--- src/rtl/uart_chan_mux_pkg.sv ---
// Shared types and constants for the N-channel UART framing multiplexer.
package uart_mux_pkg;

    localparam int DROP_CNT_W = 16;
    localparam logic [DROP_CNT_W-1:0] DROP_CNT_MAX = '1;

    // Header word: channel id in the low bits, every bit above it zero.
    localparam int HDR_ID_LSB = 0;

    typedef enum logic [1:0] {
        RX_HDR,
        RX_FWD,
        RX_DROP
    } rx_state_t;

    typedef enum logic [1:0] {
        TX_IDLE,
        TX_HDR,
        TX_FWD
    } tx_state_t;

endpackage

--- src/rtl/uart_chan_mux_rr_arbiter.sv ---
// Round-robin arbiter: search starts one past the last granted requester.
module rr_arbiter #(
    parameter  int N    = 4,
    localparam int ID_W = $clog2(N)
) (
    input  logic            clk,
    input  logic            rst,
    input  logic [N-1:0]    req,
    input  logic            advance,
    output logic [N-1:0]    grant,
    output logic [ID_W-1:0] grant_id
);

    logic [ID_W-1:0] r_last;
    logic [ID_W-1:0] w_cand;
    logic            w_found;

    // NOTE: every output of a combinational block gets a default before any
    // branch, so no path leaves a variable unassigned and no latch is inferred.
    always_comb begin
        grant    = '0;
        grant_id = '0;
        w_found  = 1'b0;
        w_cand   = '0;
        for (int i = 1; i <= N; i++) begin
            w_cand = ID_W'((int'(r_last) + i) % N);
            if (!w_found && req[w_cand]) begin
                w_found        = 1'b1;
                grant[w_cand]  = 1'b1;
                grant_id       = w_cand;
            end
        end
    end

    // NOTE: sequential state uses non-blocking assignments so every flop
    // samples pre-edge values regardless of statement order.
    always_ff @(posedge clk or posedge rst) begin
        if (rst) begin
            r_last <= ID_W'(N - 1);
        end else if (advance && w_found) begin
            r_last <= grant_id;
        end
    end

endmodule

--- src/rtl/uart_chan_mux.sv ---
// N-channel UART framing mux: header-routed ingress demux, round-robin egress mux
// that re-inserts the channel header, and a saturating malformed-frame counter.
module uart_chan_mux
    import uart_mux_pkg::*;
#(
    parameter  int DATA_WIDTH = 8,
    parameter  int NUM_CH     = 4,
    localparam int CH_W       = $clog2(NUM_CH)
) (
    input  logic                         clk,
    input  logic                         rst,

    input  logic [DATA_WIDTH-1:0]        uart_in_tdata,
    input  logic                         uart_in_tvalid,
    input  logic                         uart_in_tlast,
    output logic                         uart_in_tready,

    output logic [NUM_CH*DATA_WIDTH-1:0] m_tdata,
    output logic [NUM_CH-1:0]            m_tvalid,
    output logic [NUM_CH-1:0]            m_tlast,
    input  logic [NUM_CH-1:0]            m_tready,

    input  logic [NUM_CH*DATA_WIDTH-1:0] s_tdata,
    input  logic [NUM_CH-1:0]            s_tvalid,
    input  logic [NUM_CH-1:0]            s_tlast,
    output logic [NUM_CH-1:0]            s_tready,

    output logic [DATA_WIDTH-1:0]        uart_out_tdata,
    output logic                         uart_out_tvalid,
    output logic                         uart_out_tlast,
    input  logic                         uart_out_tready,

    output logic [DROP_CNT_W-1:0]        rx_drop_count
);

    rx_state_t               r_rx_state;
    logic [CH_W-1:0]         r_rx_id;
    logic [DROP_CNT_W-1:0]   r_drop_cnt;

    tx_state_t               r_tx_state;
    logic [CH_W-1:0]         r_tx_id;

    logic                    w_hdr_ok;
    logic [NUM_CH-1:0]       w_grant;
    logic [CH_W-1:0]         w_grant_id;
    logic                    w_arb_advance;
    logic [DATA_WIDTH-1:0]   w_s_tdata [NUM_CH];

    assign w_hdr_ok = (uart_in_tdata[DATA_WIDTH-1:CH_W] == '0) &&
                      (int'(uart_in_tdata[HDR_ID_LSB +: CH_W]) < NUM_CH);

    // Only the routed channel sees the ingress beat; all others stay idle at zero.
    for (genvar k = 0; k < NUM_CH; k++) begin : g_ch
        logic w_rx_sel;
        logic w_tx_sel;

        assign w_rx_sel = (r_rx_state == RX_FWD) && (r_rx_id == CH_W'(k));
        assign w_tx_sel = (r_tx_state == TX_FWD) && (r_tx_id == CH_W'(k));

        assign m_tvalid[k]                         = w_rx_sel & uart_in_tvalid;
        assign m_tlast[k]                          = w_rx_sel & uart_in_tlast;
        assign m_tdata[k*DATA_WIDTH +: DATA_WIDTH] = w_rx_sel ? uart_in_tdata : '0;
        assign s_tready[k]                         = w_tx_sel & uart_out_tready;
        assign w_s_tdata[k]                        = s_tdata[k*DATA_WIDTH +: DATA_WIDTH];
    end

    assign uart_in_tready = (r_rx_state == RX_FWD) ? m_tready[r_rx_id] : 1'b1;
    assign rx_drop_count  = r_drop_cnt;

    always_ff @(posedge clk or posedge rst) begin
        if (rst) begin
            r_rx_state <= RX_HDR;
            r_rx_id    <= '0;
            r_drop_cnt <= '0;
        end else begin
            case (r_rx_state)
                RX_HDR: begin
                    if (uart_in_tvalid) begin
                        if (w_hdr_ok && !uart_in_tlast) begin
                            r_rx_id    <= uart_in_tdata[HDR_ID_LSB +: CH_W];
                            r_rx_state <= RX_FWD;
                        end else begin
                            if (r_drop_cnt != DROP_CNT_MAX) begin
                                r_drop_cnt <= r_drop_cnt + DROP_CNT_W'(1);
                            end
                            if (!uart_in_tlast) begin
                                r_rx_state <= RX_DROP;
                            end
                        end
                    end
                end
                RX_FWD: begin
                    if (uart_in_tvalid && uart_in_tready && uart_in_tlast) begin
                        r_rx_state <= RX_HDR;
                    end
                end
                RX_DROP: begin
                    if (uart_in_tvalid && uart_in_tlast) begin
                        r_rx_state <= RX_HDR;
                    end
                end
                default: r_rx_state <= RX_HDR;
            endcase
        end
    end

    // The pointer only moves when a new frame is actually granted.
    assign w_arb_advance = (r_tx_state == TX_IDLE) && (|w_grant);

    rr_arbiter #(
        .N (NUM_CH)
    ) u_arb (
        .clk      (clk),
        .rst      (rst),
        .req      (s_tvalid),
        .advance  (w_arb_advance),
        .grant    (w_grant),
        .grant_id (w_grant_id)
    );

    always_ff @(posedge clk or posedge rst) begin
        if (rst) begin
            r_tx_state <= TX_IDLE;
            r_tx_id    <= '0;
        end else begin
            case (r_tx_state)
                TX_IDLE: begin
                    if (|w_grant) begin
                        r_tx_id    <= w_grant_id;
                        r_tx_state <= TX_HDR;
                    end
                end
                TX_HDR: begin
                    if (uart_out_tready) begin
                        r_tx_state <= TX_FWD;
                    end
                end
                TX_FWD: begin
                    if (s_tvalid[r_tx_id] && uart_out_tready && s_tlast[r_tx_id]) begin
                        r_tx_state <= TX_IDLE;
                    end
                end
                default: r_tx_state <= TX_IDLE;
            endcase
        end
    end

    always_comb begin
        uart_out_tdata  = '0;
        uart_out_tvalid = 1'b0;
        uart_out_tlast  = 1'b0;
        case (r_tx_state)
            TX_HDR: begin
                uart_out_tdata  = DATA_WIDTH'(r_tx_id);
                uart_out_tvalid = 1'b1;
            end
            TX_FWD: begin
                uart_out_tdata  = w_s_tdata[r_tx_id];
                uart_out_tvalid = s_tvalid[r_tx_id];
                uart_out_tlast  = s_tlast[r_tx_id];
            end
            default: ;
        endcase
    end

endmodule

--- config.mk ---
export PLATFORM = sky130hd
export DESIGN_NAME = uart_chan_mux
export DESIGN_NICKNAME = d
export VERILOG_FILES = /design/src/rtl/uart_chan_mux_pkg.sv /design/src/rtl/uart_chan_mux_rr_arbiter.sv /design/src/rtl/uart_chan_mux.sv
export SDC_FILE = /design/constraint.sdc
export NUM_CORES = 1
export LEC_CHECK = 0
export CORE_MARGIN = 1
export CORE_UTILIZATION = 40
export DETAILED_ROUTE_END_ITERATION = 16
export GPL_ROUTABILITY_DRIVEN = 0
export HOLD_SLACK_MARGIN = 0.03
export PLACE_DENSITY = 0.86
export SLEW_MARGIN = 30
export SYNTH_ARGS = -nofsm -noshare
export SYNTH_HDL_FRONTEND = slang
export SYNTH_SLANG_ARGS = --single-unit
--- constraint.sdc ---
create_clock -name clk -period 2.75 [get_ports clk]
set_input_delay 0.6875 -clock clk [delete_from_list [all_inputs] [get_ports clk]]
set_output_delay 0.6875 -clock clk [all_outputs]
set_load 0.01 [all_outputs]
### Word level (Yosys, flattened, before mapping)

Cells that the tools add are included.

| word-level totals | value |
|---|---|
| logic and storage cells | 150 |
| register bits after elaboration | 26 |
| bits of input ports | 57 |

| cells by class | value |
|---|---|
| muxes and demuxes | 55 |
| reduce and logical (&&, ||, !) cells | 38 |
| bitwise logic cells | 17 |
| $lt $le $gt $ge | 11 |
| equality and inequality tests | 18 |
| $add $sub $neg | 5 |

Operators with widths:

| kind | number |
|---|---|
| 2-to-1 mux 8 bit | 6 |
| 2-to-1 mux 2 bit | 12 |
| logical AND 1 bit | 23 |
| < comparator 2 x 3 -> 1 bit, second input constant | 6 |
| 2-to-1 mux 1 bit | 17 |
| adder 16 x 1 -> 16 bit, second input constant | 1 |
| binary-select mux 8 bit (select 2 bit) | 1 |
| 2-to-1 mux 4 bit | 4 |
| inequality test 16 bit, second input constant | 1 |
| one-hot mux 8 bit (2 select lines) | 1 |
| binary-select mux 1 bit (select 2 bit) | 7 |
| AND 1 bit | 12 |
| equality test 2 bit, second input constant | 6 |
| OR 4 bit | 3 |
| one-hot mux 2 bit (3 select lines) | 2 |
| demux 1 bit (select 2 bit) | 4 |
| equality test 2 x 1 -> 1 bit, second input constant | 4 |
| greater-or-equal comparator 2 x 1 -> 1 bit, second input constant | 4 |
| logical NOT 2 bit | 4 |
| AND reduction 4 bit | 2 |
| logical NOT 6 bit | 1 |
| inequality test 2 x 1 -> 1 bit, second input constant | 3 |
| inequality test 2 bit, second input constant | 3 |
| AND reduction 3 bit | 2 |
| other kinds (10) | 15 |

### Logic depth before layout (Yosys ltp)

Gate-level depths: netlist (run 1).

| depth | value |
|---|---|
| depth after elaboration | 16 |
| mapped depth | 9 |
| gate-level depth less buffers | 7 |

### Hierarchy

A second synthesis (run 1) with hierarchy kept.

| unflattened totals | value |
|---|---|
| cells, all modules | 253 |
| area, all modules | 2512.4 sq um |

Modules (own cells, without submodules):

| module | seq. area each (sq um) | cells each | instances | area each (sq um) |
|---|---|---|---|---|
| uart_chan_mux | 600.6 | 198 | 1 | 1985.7 |
| rr_arbiter | 52.6 | 55 | 1 | 526.8 |

### Worst setup path after synthesis (run 1)

No wires, ideal clock.

| timing | value |
|---|---|
| kind | flip-flop to flip-flop |
| start | register u_arb.r_last[0] |
| end | register r_tx_state[1] |
| cell stages (with the launch flop) | 9 |
| arrival | 2.274 ns |
| slack | 0.349 ns |
| data required time | 2.622 ns |
| library setup time | 0.128 ns |
| cells stage by stage | dfstp_2 buf_4 inv_1 ha_1 buf_2 a32oi_1 nand3b_1 a31oi_1 mux2_1 |

| on the way | value |
|---|---|
| cells in the longest elaborated chain, start to end | 16 |
| elaborated cells on any way between the ends | 51 |

RTL lines:

| element | line | source |
|---|---|---|
| start, declared | uart_chan_mux_rr_arbiter.sv:14 | `logic [ID_W-1:0] r_last;` |
| start signal, assigned | uart_chan_mux_rr_arbiter.sv:39 | `r_last <= ID_W'(N - 1);` |
| start signal, assigned | uart_chan_mux_rr_arbiter.sv:41 | `r_last <= grant_id;` |
| parallel branches: the longest is 12 deep, another holds < comparator 2 x 3 -> 1 bit | -- |  |
| 2-to-1 mux 4 bit * | uart_chan_mux_rr_arbiter.sv:27 | `if (!w_found && req[w_cand]) begin` |
| OR reduction 4 bit * | uart_chan_mux.sv:128 | `if (\|w_grant) begin` |
| inequality test 2 x 1 -> 1 bit (no source line) * | -- |  |
| AND reduction 3 bit (no source line) * | -- |  |
| end signal, assigned | uart_chan_mux.sv:130 | `r_tx_state <= TX_HDR;` |
| end signal, assigned | uart_chan_mux.sv:135 | `r_tx_state <= TX_FWD;` |
| end signal, assigned | uart_chan_mux.sv:140 | `r_tx_state <= TX_IDLE;` |
| end, declared | uart_chan_mux.sv:40 | `tx_state_t r_tx_state;` |

Every way passes the cells marked *. The select of a mux whose other input is x is not followed.
A chain may end at the register's enable or synchronous reset.

### Final worst setup path (run 1)

| timing | value |
|---|---|
| start | input s_tdata[28] |
| end | output uart_out_tdata[4] |

| on the way | value |
|---|---|
| cells in the longest elaborated chain, start to end | 4 |

RTL lines:

| element | line | source |
|---|---|---|
| start, declared | uart_chan_mux.sv:23 | `input logic [NUM_CH*DATA_WIDTH-1:0] s_tdata,` |
| binary-select mux 8 bit (select 2 bit) | uart_chan_mux.sv:158 | `uart_out_tdata = w_s_tdata[r_tx_id];` |
| 2-to-1 mux 8 bit (implied by the code) (2 in a row) | uart_chan_mux.sv:158 |  |
| one-hot mux 8 bit (2 select lines) | uart_chan_mux.sv:152 | `case (r_tx_state)` |
| end, declared | uart_chan_mux.sv:28 | `output logic [DATA_WIDTH-1:0] uart_out_tdata,` |

Every way passes these cells. The select of a mux whose other input is x is not followed.

==> results of run 1 <==
-- layer usage --
layer / routed length, um / part of all wire / track usage
met5: 0 / 0 / 0
met4: 78 / 0.011 / 0.0436
met3: 752 / 0.11 / 0.0583
met2: 3380 / 0.49 / 0.417
met1: 2630 / 0.38 / 0.235
-- stage by stage --
| step | power [uW] | setup WS [ps] | TNS, ps |
|---|---|---|---|
| 2_1_floorplan | 1590 | 349 | 0 |
| 3_3_place_gp | 2100 | -272 | -1730 |
| 3_5_place_dp | 2160 | -268 | -2010 |
| 4_1_cts | 2470 | 7.19 | 0 |
| 5_1_grt | 2670 | -15.0 | -16.4 |
| 6_report | 2470 | 28.4 | 0 |
-- flip-flops by register name, indices dropped and copies added (netlist names) --
| register | cells |
|---|---|
| r_tx_id | 2 |
| rx_drop_count | 16 |
| r_rx_state | 2 |
| u_arb.r_last | 2 |
| r_rx_id | 2 |
| r_tx_state | 2 |
-- worst max path at each step --
| stage | start | to | slack, ps | cells past startpoint |
|---|---|---|---|---|
| after floorplan | u_arb.r_last[0] | r_tx_state[1] | 350 | 8 |
| after global routing | r_rx_state[1] | m_tdata[1] | -10 | 5 |
| after CTS | s_tdata[1] | uart_out_tdata[1] | 7 | 5 |
| after detailed placement | s_tvalid[3] | uart_out_tvalid | -270 | 5 |
| final | s_tdata[28] | uart_out_tdata[4] | 30 | 4 |
| after global placement | s_tvalid[3] | uart_out_tvalid | -270 | 5 |
-- cell usage in the layout (no fill, tap or decap), types with 7 or more instances in the layout --
cell type and instances:
clkdlybuf4s50_1 116, and2_1 42, buf_4 24, dfrtp_1 24, nor2_1 16, inv_1 13, mux4_2 12, ha_1 12
xnor2_1 11, a21oi_1 10, and3_1 9, nand2_1 9, nand4_1 8, dlygate4sd2_1 7
-- repair_timing --
| item | 4_1_cts | 5_1_grt |
|---|---|---|
| setup endpoints to repair | 31 | 30 |
| gates resized for setup | 17 | 6 |
| pin swaps | 2 | 0 |
| setup buffers | 0 | 3 |
-- logic make-up after synthesis --
| group | after synthesis | share of synthesized area |
|---|---|---|
| simple gates | 120 | 0.294 |
| compound gates | 37 | 0.112 |
| flops | 26 | 0.271 |
| buf+inv | 25 | 0.0498 |
| mux | 21 | 0.151 |
| xor+xnor | 15 | 0.0544 |
| fa+ha+maj | 13 | 0.0674 |
-- final cells by class --
| class | instances | area (um2) | area share |
|---|---|---|---|
| multi-input cells | 206 | 1670 | 0.421 |
| clock inverters | 1 | 30.0 | 0.00756 |
| well taps | 72 | 90.1 | 0.0227 |
| flip-flops and latches | 26 | 653 | 0.164 |
| inverters | 13 | 48.8 | 0.0123 |
| clock buffers | 3 | 41.3 | 0.0104 |
| repair buffers | 151 | 1440 | 0.362 |
-- power breakdown --
group | total [uW] | leakage, uW | switching, uW | internal, uW
clock network | 314 | 0.0000357 | 119 | 195
registers | 601 | 0.000338 | 118 | 482
logic | 1560 | 0.00129 | 733 | 826
total | 2470 | 0.00166 | 970 | 1500
==> out/metrics.csv, run 1 <==
stage;metric;value;unit
sta;finalHoldViolations;0;
yosys;synth_common_cells;and2_1, dfrtp_1, nor2_1, ha_1, inv_1;
yosys;synth_top_cells_by_area;dfrtp_1, mux4_2, and2_1, ha_1, xnor2_1;
global_route;initial_antenna_violation_count;0;
yosys;synth.ff_latch_count;26;
critical_path;critical_path.reg2reg.endpoint;r_tx_state[1];
clock_network;ctsRootBufferMaster;clkbuf_8;
yosys;netlist.area_leader.share;0.249;
sta;max_freq;367;MHz
clock_network;clk_transition_reported_paths;90;ps
critical_path;critical_path.max_fanout;1;
place;dpl.cell_count;465;
yosys;post-synth-top-count-cell;and2_1;
yosys;synth-edff-count;0;
yosys;netlist.top_cell.by_area;dfrtp_1;
critical_path;worst_r2r_path_depth;8;
yosys;synth_async_reset_ratio;1.00;
clock_network;cts_tree;yes;
critical_path;crit_type;in -> out;
critical_path;required;2060;ps
critical_path;cp_data_arrival_time;2030;ps
yosys;synth.lib_cells_used.distinct;54;
global_route;grt_start_max_net_pins;27;
routing;drt-initial-drc-count;102;
run;max_capacitance_violation_count;0;
yosys;synthesis.nets;327;
critical_path;timing.reg2reg.setup_slack;240;ps
routing;final_wirelength;6840;um
sta;whs;504;ps
sta;finalSetupViolCount;0;
routing;routedWlPerCell;14.5;um
yosys;yosys_warnings;0;
global_route;first_global_vias;2482;
die;die_area;0.00635;mm2
finish;finish.utilization;0.700;
yosys;synth_area;0.00241;mm2
critical_path;r2r-start;u_arb.r_last[1];
sta;timing.final.max_slew_violations;0;
finish;fin_area;0.00397;mm2
critical_path;timing.critical_path.from_type;primary input;
critical_path;critical_path.cell_chain;clkdlybuf4s50_1 -> mux4_2 -> and3_1 -> dlygate4sd2_1;
routing;vias_per_cell;5.27;
hold_path;destination_of_the_worst_hold_path;rx_drop_count[15];
yosys;avgSynthCellArea;9.39;um2
power_and_ir_drop;vdd_drop_max;0.000363;V
finish;syn2layout_area_growth;64.5;%
clock_network;ctsHoldBuffers;0;
place;port_buffers;127;
finish;drive_gt1_frac;0.148;
finish;number_of_inserted_diodes;0;
sta;worst-slew-pin-transition;410;ps
hold_path;holdPathStages;1;
routing;via_count;2489;
clock_network;htree_levels;1;
critical_path;crit_slowest_cell;mux4_2;
yosys;sequential_cell_area_fraction_in_the_yosys_report;0.271;
critical_path;end_kind;output pin;
die;chip_width;79.7;um
finish;stdcell_count;472;
critical_path;critPathTopFamily;buffers and inverters;
routing;postRouteAntennaNets;0;
global_route;gr-usage-all-layers;0.217;
clock_network;clock-sinks;26;
sta;period_share;0.990;
finish;fin_nets;471;
die;floorplan.initialDensity;0.425;
sta;min_period;2720;ps
die;number_of_top_level_pins;128;
clock_network;clock_tree.buffer_depth;2;
place;detailed_place.area;0.00386;mm2
hold_path;worst_hold_path_type;reg -> reg;
routing;drc;0;
die;rows;27;
power_and_ir_drop;static-leakage-power;0.00166;uW
place;detailedPlacementHpwl;5530;um
die;fp.dieH;79.7;um
die;core_area;0.00568;mm2
clock_network;cts-buffers-inserted;3;
finish;final.fill_count;446;
clock_network;worstSkewPairLatency;270;ps
routing;dr.pass1.iters;4;
critical_path;timing.critical_path.slowest_cell_delay;460;ps
global_route;overflow;0;
yosys;synth_flop_cell;dfrtp_1;
yosys;postSynthCellCount;257;
hold_path;hold_path_startpoint;rx_drop_count[15];
sta;worst_relative_slew_slack;0.725;
critical_path;crit_buf_inv;2;
power_and_ir_drop;power_density;623;mW/mm2
run_status;run_status;finished, final reports clean;
global_route;wire_length_of_the_first_global_routing_pass;10900;um
sta;final.setup_skew;1.86;ps
No activity file was read; power rests on OpenSTA's default activity.
==> run 2, diff against run 1 <==
SLEW_MARGIN = 20   (was 30)
clock period = 2.7 ns   (was 2.75 ns; I/O delays follow)
==> run 2 against run 1 <==
- cell count did not move
- routed wire length rose by 1.1%
- via count rose by 1.0%
- critical endpoint is now uart_in_tready
==> out/metrics.csv, run 2 (synthesized netlist as in run 1, its figures left out) <==
stage;metric;value;unit;change
finish;layout.cells.most_common_list;clkdlybuf4s50_1, and2_1, buf_4;;was clkdlybuf4s50_1, and2_1, buf_4, dfrtp_1, nor2_1
critical_path;critical_path.reg2reg.endpoint;r_tx_state[1];;unchanged
place;detailedPlacementHpwl;5470;um;was 5530 um
die;chip_width;79.7;um;unchanged
power_and_ir_drop;vdd_drop_max;0.000357;V;was 0.000363 V
die;core_area;0.00568;mm2;unchanged
clock_network;clk_transition_reported_paths;90;ps;about the same
clock_network;ctsRootBufferMaster;clkbuf_8;;unchanged
critical_path;end_kind;output pin;;unchanged
hold_path;hold_path_startpoint;rx_drop_count[15];;unchanged
power_and_ir_drop;static-leakage-power;0.00165;uW;was 0.00166 uW
sta;finalHoldViolations;0;;unchanged
clock_network;clock_tree.buffer_depth;2;;unchanged
sta;worst_relative_slew_slack;0.726;;was 0.725
finish;most_common_cell_after_layout_fill_and_taps_aside;clkdlybuf4s50_1;;unchanged
routing;dr.pass1.iters;4;;unchanged
clock_network;worstSkewPairLatency;270;ps;about the same
run;max_capacitance_violation_count;0;;unchanged
hold_path;worst_hold_path_type;reg -> reg;;unchanged
finish;number_of_inserted_diodes;0;;unchanged
die;die_area;0.00635;mm2;unchanged
sta;period_share;0.991;;
global_route;overflow;0;;unchanged
routing;drt-initial-drc-count;118;;was 102
sta;final.setup_skew;2.40;ps;was 1.86 ps
global_route;wire_length_of_the_first_global_routing_pass;11400;um;was 10900 um
finish;largest_register_ffs;16;;unchanged
routing;final_wirelength;6920;um;was 6840 um
clock_network;cts_tree;yes;;unchanged
critical_path;worst_r2r_path_depth;8;;unchanged
die;rows;27;;unchanged
routing;postRouteAntennaNets;0;;unchanged
clock_network;htree_levels;1;;unchanged
global_route;grt_start_max_net_pins;27;;unchanged
sta;min_period;2680;ps;
routing;via_count;2514;;was 2489
finish;fin_nets;471;;unchanged
die;number_of_top_level_pins;128;;unchanged
finish;syn2layout_area_growth;64.5;%;about the same
clock_network;clock-sinks;26;;unchanged
sta;finalSetupViolCount;0;;unchanged
power_and_ir_drop;power_density;643;mW/mm2;was 623 mW/mm2
critical_path;cp_data_arrival_time;2000;ps;was 2030 ps
die;fp.dieH;79.7;um;unchanged
finish;drive_gt1_frac;0.163;;was 0.148
routing;vias_per_cell;5.33;;was 5.27
hold_path;holdPathStages;1;;unchanged
clock_network;ctsHoldBuffers;0;;unchanged
critical_path;critical_path.max_fanout;2;;was 1
global_route;first_global_vias;2572;;was 2482
die;floorplan.initialDensity;0.425;;unchanged
sta;worst-slew-pin-transition;409;ps;was 410 ps
sta;timing.final.max_slew_violations;0;;unchanged
sta;max_freq;374;MHz;
hold_path;destination_of_the_worst_hold_path;rx_drop_count[15];;unchanged
finish;finish.utilization;0.700;;about the same
critical_path;crit_type;in -> out;;unchanged
global_route;initial_antenna_violation_count;0;;unchanged
finish;fin_area;0.00397;mm2;about the same
critical_path;timing.reg2reg.setup_slack;180;ps;was 240 ps
routing;routedWlPerCell;14.7;um;was 14.5 um
place;detailed_place.area;0.00386;mm2;unchanged
sta;whs;497;ps;was 504 ps
critical_path;required;2030;ps;was 2060 ps
place;port_buffers;127;;unchanged
critical_path;timing.critical_path.from_type;primary input;;unchanged
run_status;run_status;finished, final reports clean;;unchanged
global_route;gr-usage-all-layers;0.223;;was 0.217
critical_path;r2r-start;u_arb.r_last[1];;unchanged
clock_network;cts-buffers-inserted;3;;unchanged
routing;drc;0;;unchanged
==> run 2: repair_timing <==
item,CTS,global route
endpoints found under the setup margin,53,37
resized for setup,23,12
buffers inserted,1,2
pin swaps,2,2
==> run 2: metal layers <==
layer,vias to the layer above,track usage,share of wire
li1,1208,-,-
met1,1183,0.239,0.38
met4,0,0.0273,0.0045
met3,5,0.0720,0.11
met5,-,0,0
met2,118,0.428,0.50
==> run 2: power by group <==
group          total (uW)  switching [uW]  internal (uW)
Sequential            611             120            492
Clock                 317             119            198
Combinational        1620             764            860
==> run 2: critical path, stage by stage <==
cell and delay [ps]:
clkdlybuf4s50_1 400, mux4_2 440, nand2b_1 180, dlygate4sd2_1 300
==> run 2: worst max-delay path by stage <==
stage / cells after the start / to / slack (ps) / start
after floorplan: 8 / r_tx_state[1] / 300 / u_arb.r_last[0]
after global placement: 5 / uart_out_tvalid / -290 / s_tvalid[3]
after detailed placement: 5 / uart_out_tvalid / -310 / s_tvalid[3]
after CTS: 4 / uart_out_tdata[2] / 4 / s_tdata[26]
after global routing: 4 / uart_out_tlast / -20 / s_tlast[3]
final: 4 / uart_in_tready / 20 / m_tready[0]
==> run 2: area by class of cell <==
cell class | count | area (um2)
clock buffer | 3 | 41.3
clock inverter | 1 | 30.0
fill | 432 | 1710
inverter | 13 | 48.8
multi-input combinational | 206 | 1680
sequential | 26 | 656
tap | 72 | 90.1
timing repair buffer | 151 | 1430
==> run 2: metrics by stage <==
| stage | power (uW) | TNS (ps) | setup WS (ps) | cells |
|---|---|---|---|---|
| after CTS | 2530 | 0 | 4.29 | 470 |
| after global routing | 2750 | -29.4 | -15.0 | 472 |
| final | 2550 | 0 | 24.3 | 472 |
| after detailed placement | 2200 | -2240 | -308 | 465 |
| after floorplan | 1620 | 0 | 299 | 257 |
| after global placement | 2140 | -2000 | -288 | 465 |
==> run 3, diff against run 2 <==
CORE_UTILIZATION = 43   (was 40)
PLACE_DENSITY = 0.91   (was 0.86)
clock period = 3.2 ns   (was 2.7 ns; I/O delays follow)
==> run 3 against run 2 <==
- total power down 19%
- clock skew up 1.8 ps
- non-clock buffer count shrank 12
- critical path type unchanged
==> out/metrics.csv, run 3 (synthesized netlist as in run 1, its figures left out) <==
stage;metric;value;unit;change
routing;vias_per_cell;5.47;;was 5.33
critical_path;timing.reg2reg.setup_slack;400;ps;was 180 ps
die;chip_width;76.9;um;was 79.7 um
sta;pnr_worst_setup_slack;35.9;ps;was 24.3 ps
sta;worst_relative_slew_slack;0.391;;was 0.726
critical_path;timing.critical_path.from_type;primary input;;unchanged
sta;finalHoldViolations;0;;unchanged
hold_path;worst_hold_path_type;reg -> reg;;unchanged
routing;drc;0;;unchanged
clock_network;clock-sinks;26;;unchanged
global_route;initial_antenna_violation_count;0;;unchanged
power_and_ir_drop;power_density;537;mW/mm2;was 643 mW/mm2
finish;number_of_inserted_diodes;0;;unchanged
finish;finish.utilization;0.735;;was 0.700
place;place_ws;-101;ps;was -308 ps
critical_path;required;2400;ps;was 2030 ps
hold_path;holdPathStages;1;;unchanged
finish;largest_register_ffs;16;;unchanged
place;detailed_place.area;0.00379;mm2;was 0.00386 mm2
global_route;grt_start_max_net_pins;26;;was 27
sta;finalSetupViolCount;0;;unchanged
critical_path;end_kind;output pin;;unchanged
critical_path;r2r-start;u_arb.r_last[1];;unchanged
die;die_area;0.00592;mm2;was 0.00635 mm2
die;fp.dieH;76.9;um;was 79.7 um
run_status;run_status;finished, final reports clean;;unchanged
die;core_area;0.00527;mm2;was 0.00568 mm2
die;floorplan.initialDensity;0.458;;was 0.425
clock_network;ctsRootBufferMaster;clkbuf_8;;unchanged
die;number_of_top_level_pins;128;;unchanged
sta;timing.final.max_slew_violations;0;;unchanged
critical_path;worst_r2r_path_depth;5;;was 8
critical_path;cp_data_arrival_time;2360;ps;was 2000 ps
global_route;overflow;0;;unchanged
clock_network;worstSkewPairLatency;270;ps;about the same
sta;final.setup_skew;4.17;ps;was 2.40 ps
global_route;gr-usage-all-layers;0.244;;was 0.223
power_and_ir_drop;vdd_drop_max;0.000292;V;was 0.000357 V
clock_network;htree_levels;1;;unchanged
hold_path;hold_path_startpoint;rx_drop_count[11];;was rx_drop_count[15]
place;detailedPlacementHpwl;5500;um;was 5470 um
clock_network;postCtsSetupBuffers;0;;was 1
routing;final_wirelength;7120;um;was 6920 um
critical_path;critical_path.max_fanout;1;;was 2
finish;most_common_cell_after_layout_fill_and_taps_aside;clkdlybuf4s50_1;;unchanged
place;port_buffers;127;;unchanged
routing;drt-initial-drc-count;116;;was 118
critical_path;setup_crit_start;s_tdata[6];;was m_tready[0]
sta;min_period;3160;ps;
critical_path;critical_path.cell_chain;clkdlybuf4s50_1 -> mux4_2 -> and3_1 -> clkdlybuf4s50_1;;was clkdlybuf4s50_1 -> mux4_2 -> nand2b_1 -> dlygate4sd2_1
die;rows;26;;was 27
clock_network;clk_transition_reported_paths;90;ps;about the same
finish;syn2layout_area_growth;60.4;%;was 64.5%
sta;worst-slew-pin-transition;912;ps;was 409 ps
clock_network;cts-buffers-inserted;3;;unchanged
clock_network;cts_tree;yes;;unchanged
critical_path;crit_slowest_cell;clkdlybuf4s50_1;;was mux4_2
critical_path;critical_path.most_common_cell;clkdlybuf4s50_1;;
critical_path;timing.critical_path.slowest_cell_delay;470;ps;was 440 ps
critical_path;crit_type;in -> out;;unchanged
finish;fin_area;0.00387;mm2;was 0.00397 mm2
routing;routedWlPerCell;15.6;um;was 14.7 um
power_and_ir_drop;static-leakage-power;0.00161;uW;was 0.00165 uW
routing;dr.pass1.iters;4;;unchanged
routing;postRouteAntennaNets;0;;unchanged
power_and_ir_drop;total_power;2080;uW;was 2550 uW
sta;max_freq;316;MHz;
global_route;wire_length_of_the_first_global_routing_pass;11800;um;was 11400 um
routing;via_count;2505;;was 2514
finish;fin_nets;459;;was 471
clock_network;clock_tree.buffer_depth;2;;unchanged
run;max_capacitance_violation_count;0;;unchanged
finish;layout.cells.most_common_list;clkdlybuf4s50_1, and2_1, dfrtp_1;;was clkdlybuf4s50_1, and2_1, buf_4
sta;rsz0062_at_grt;no;;
sta;period_share;0.989;;
finish;drive_gt1_frac;0.108;;was 0.163
global_route;first_global_vias;2508;;was 2572
## run 3: cell count changes in the layout (fill, tap and decap cells not counted), moves of 3 or more
cell | previous run | this run
buf_4 | 24 | 12
clkdlybuf4s50_1 | 116 | 124
dlygate4sd2_1 | 4 | 1
clkdlybuf4s15_1 | 3 | 0
## run 3: where the power goes
part	internal [uW]	switching, uW	leakage (uW)	total, uW
sequential	416	131	0.000338	546
combinational	659	602	0.00123	1260
clock	167	102	0.0000357	269
## run 3: area by class of cell
class / count / area [um2]
flip-flops and latches: 26 / 653
clock buffers: 3 / 41.3
multi-input cells: 206 / 1650
fillers: 381 / 1400
repair buffers: 139 / 1370
well taps: 70 / 87.6
clock inverters: 1 / 30.0
inverters: 13 / 48.8
## run 3: stage by stage
step                std cells  TNS [ps]  hold WS, ps
finish                    458         0          515
global placement          454     -67.2          487
CTS                       458         0          517
floorplan                 257         0          472
detailed placement        454      -101          506
global route              458         0          545
## run 3: worst max-delay path: cells and delay by family
| kind | cells | cell delay (ps) |
|---|---|---|
| AND/OR/NAND/NOR | 1 | 200 |
| buffers and inverters | 2 | 900 |
| multiplexers | 1 | 460 |
## run 3: path summary, 6_finish.rpt
check / endpoint
max: uart_out_tdata[6]
min: rx_drop_count[11]
max reg2reg: u_arb.r_last[1]
min reg2reg: rx_drop_count[11]
max in group asynchronous: u_arb.r_last[1]
min in group asynchronous: rx_drop_count[11]
## run 3: timing repair
action	CTS	global route
hold buffers	0	0
resized for setup	1	4
endpoints found under the setup margin	1	15
## run 3: routing by layer
layer | global-route usage | vias up | wire [um]
met3 | 0.0488 | 6 | 557
li1 | - | 1198 | -
met5 | 0 | - | 0
met2 | 0.460 | 124 | 3710
met4 | 0.0404 | 0 | 45
met1 | 0.284 | 1177 | 2800
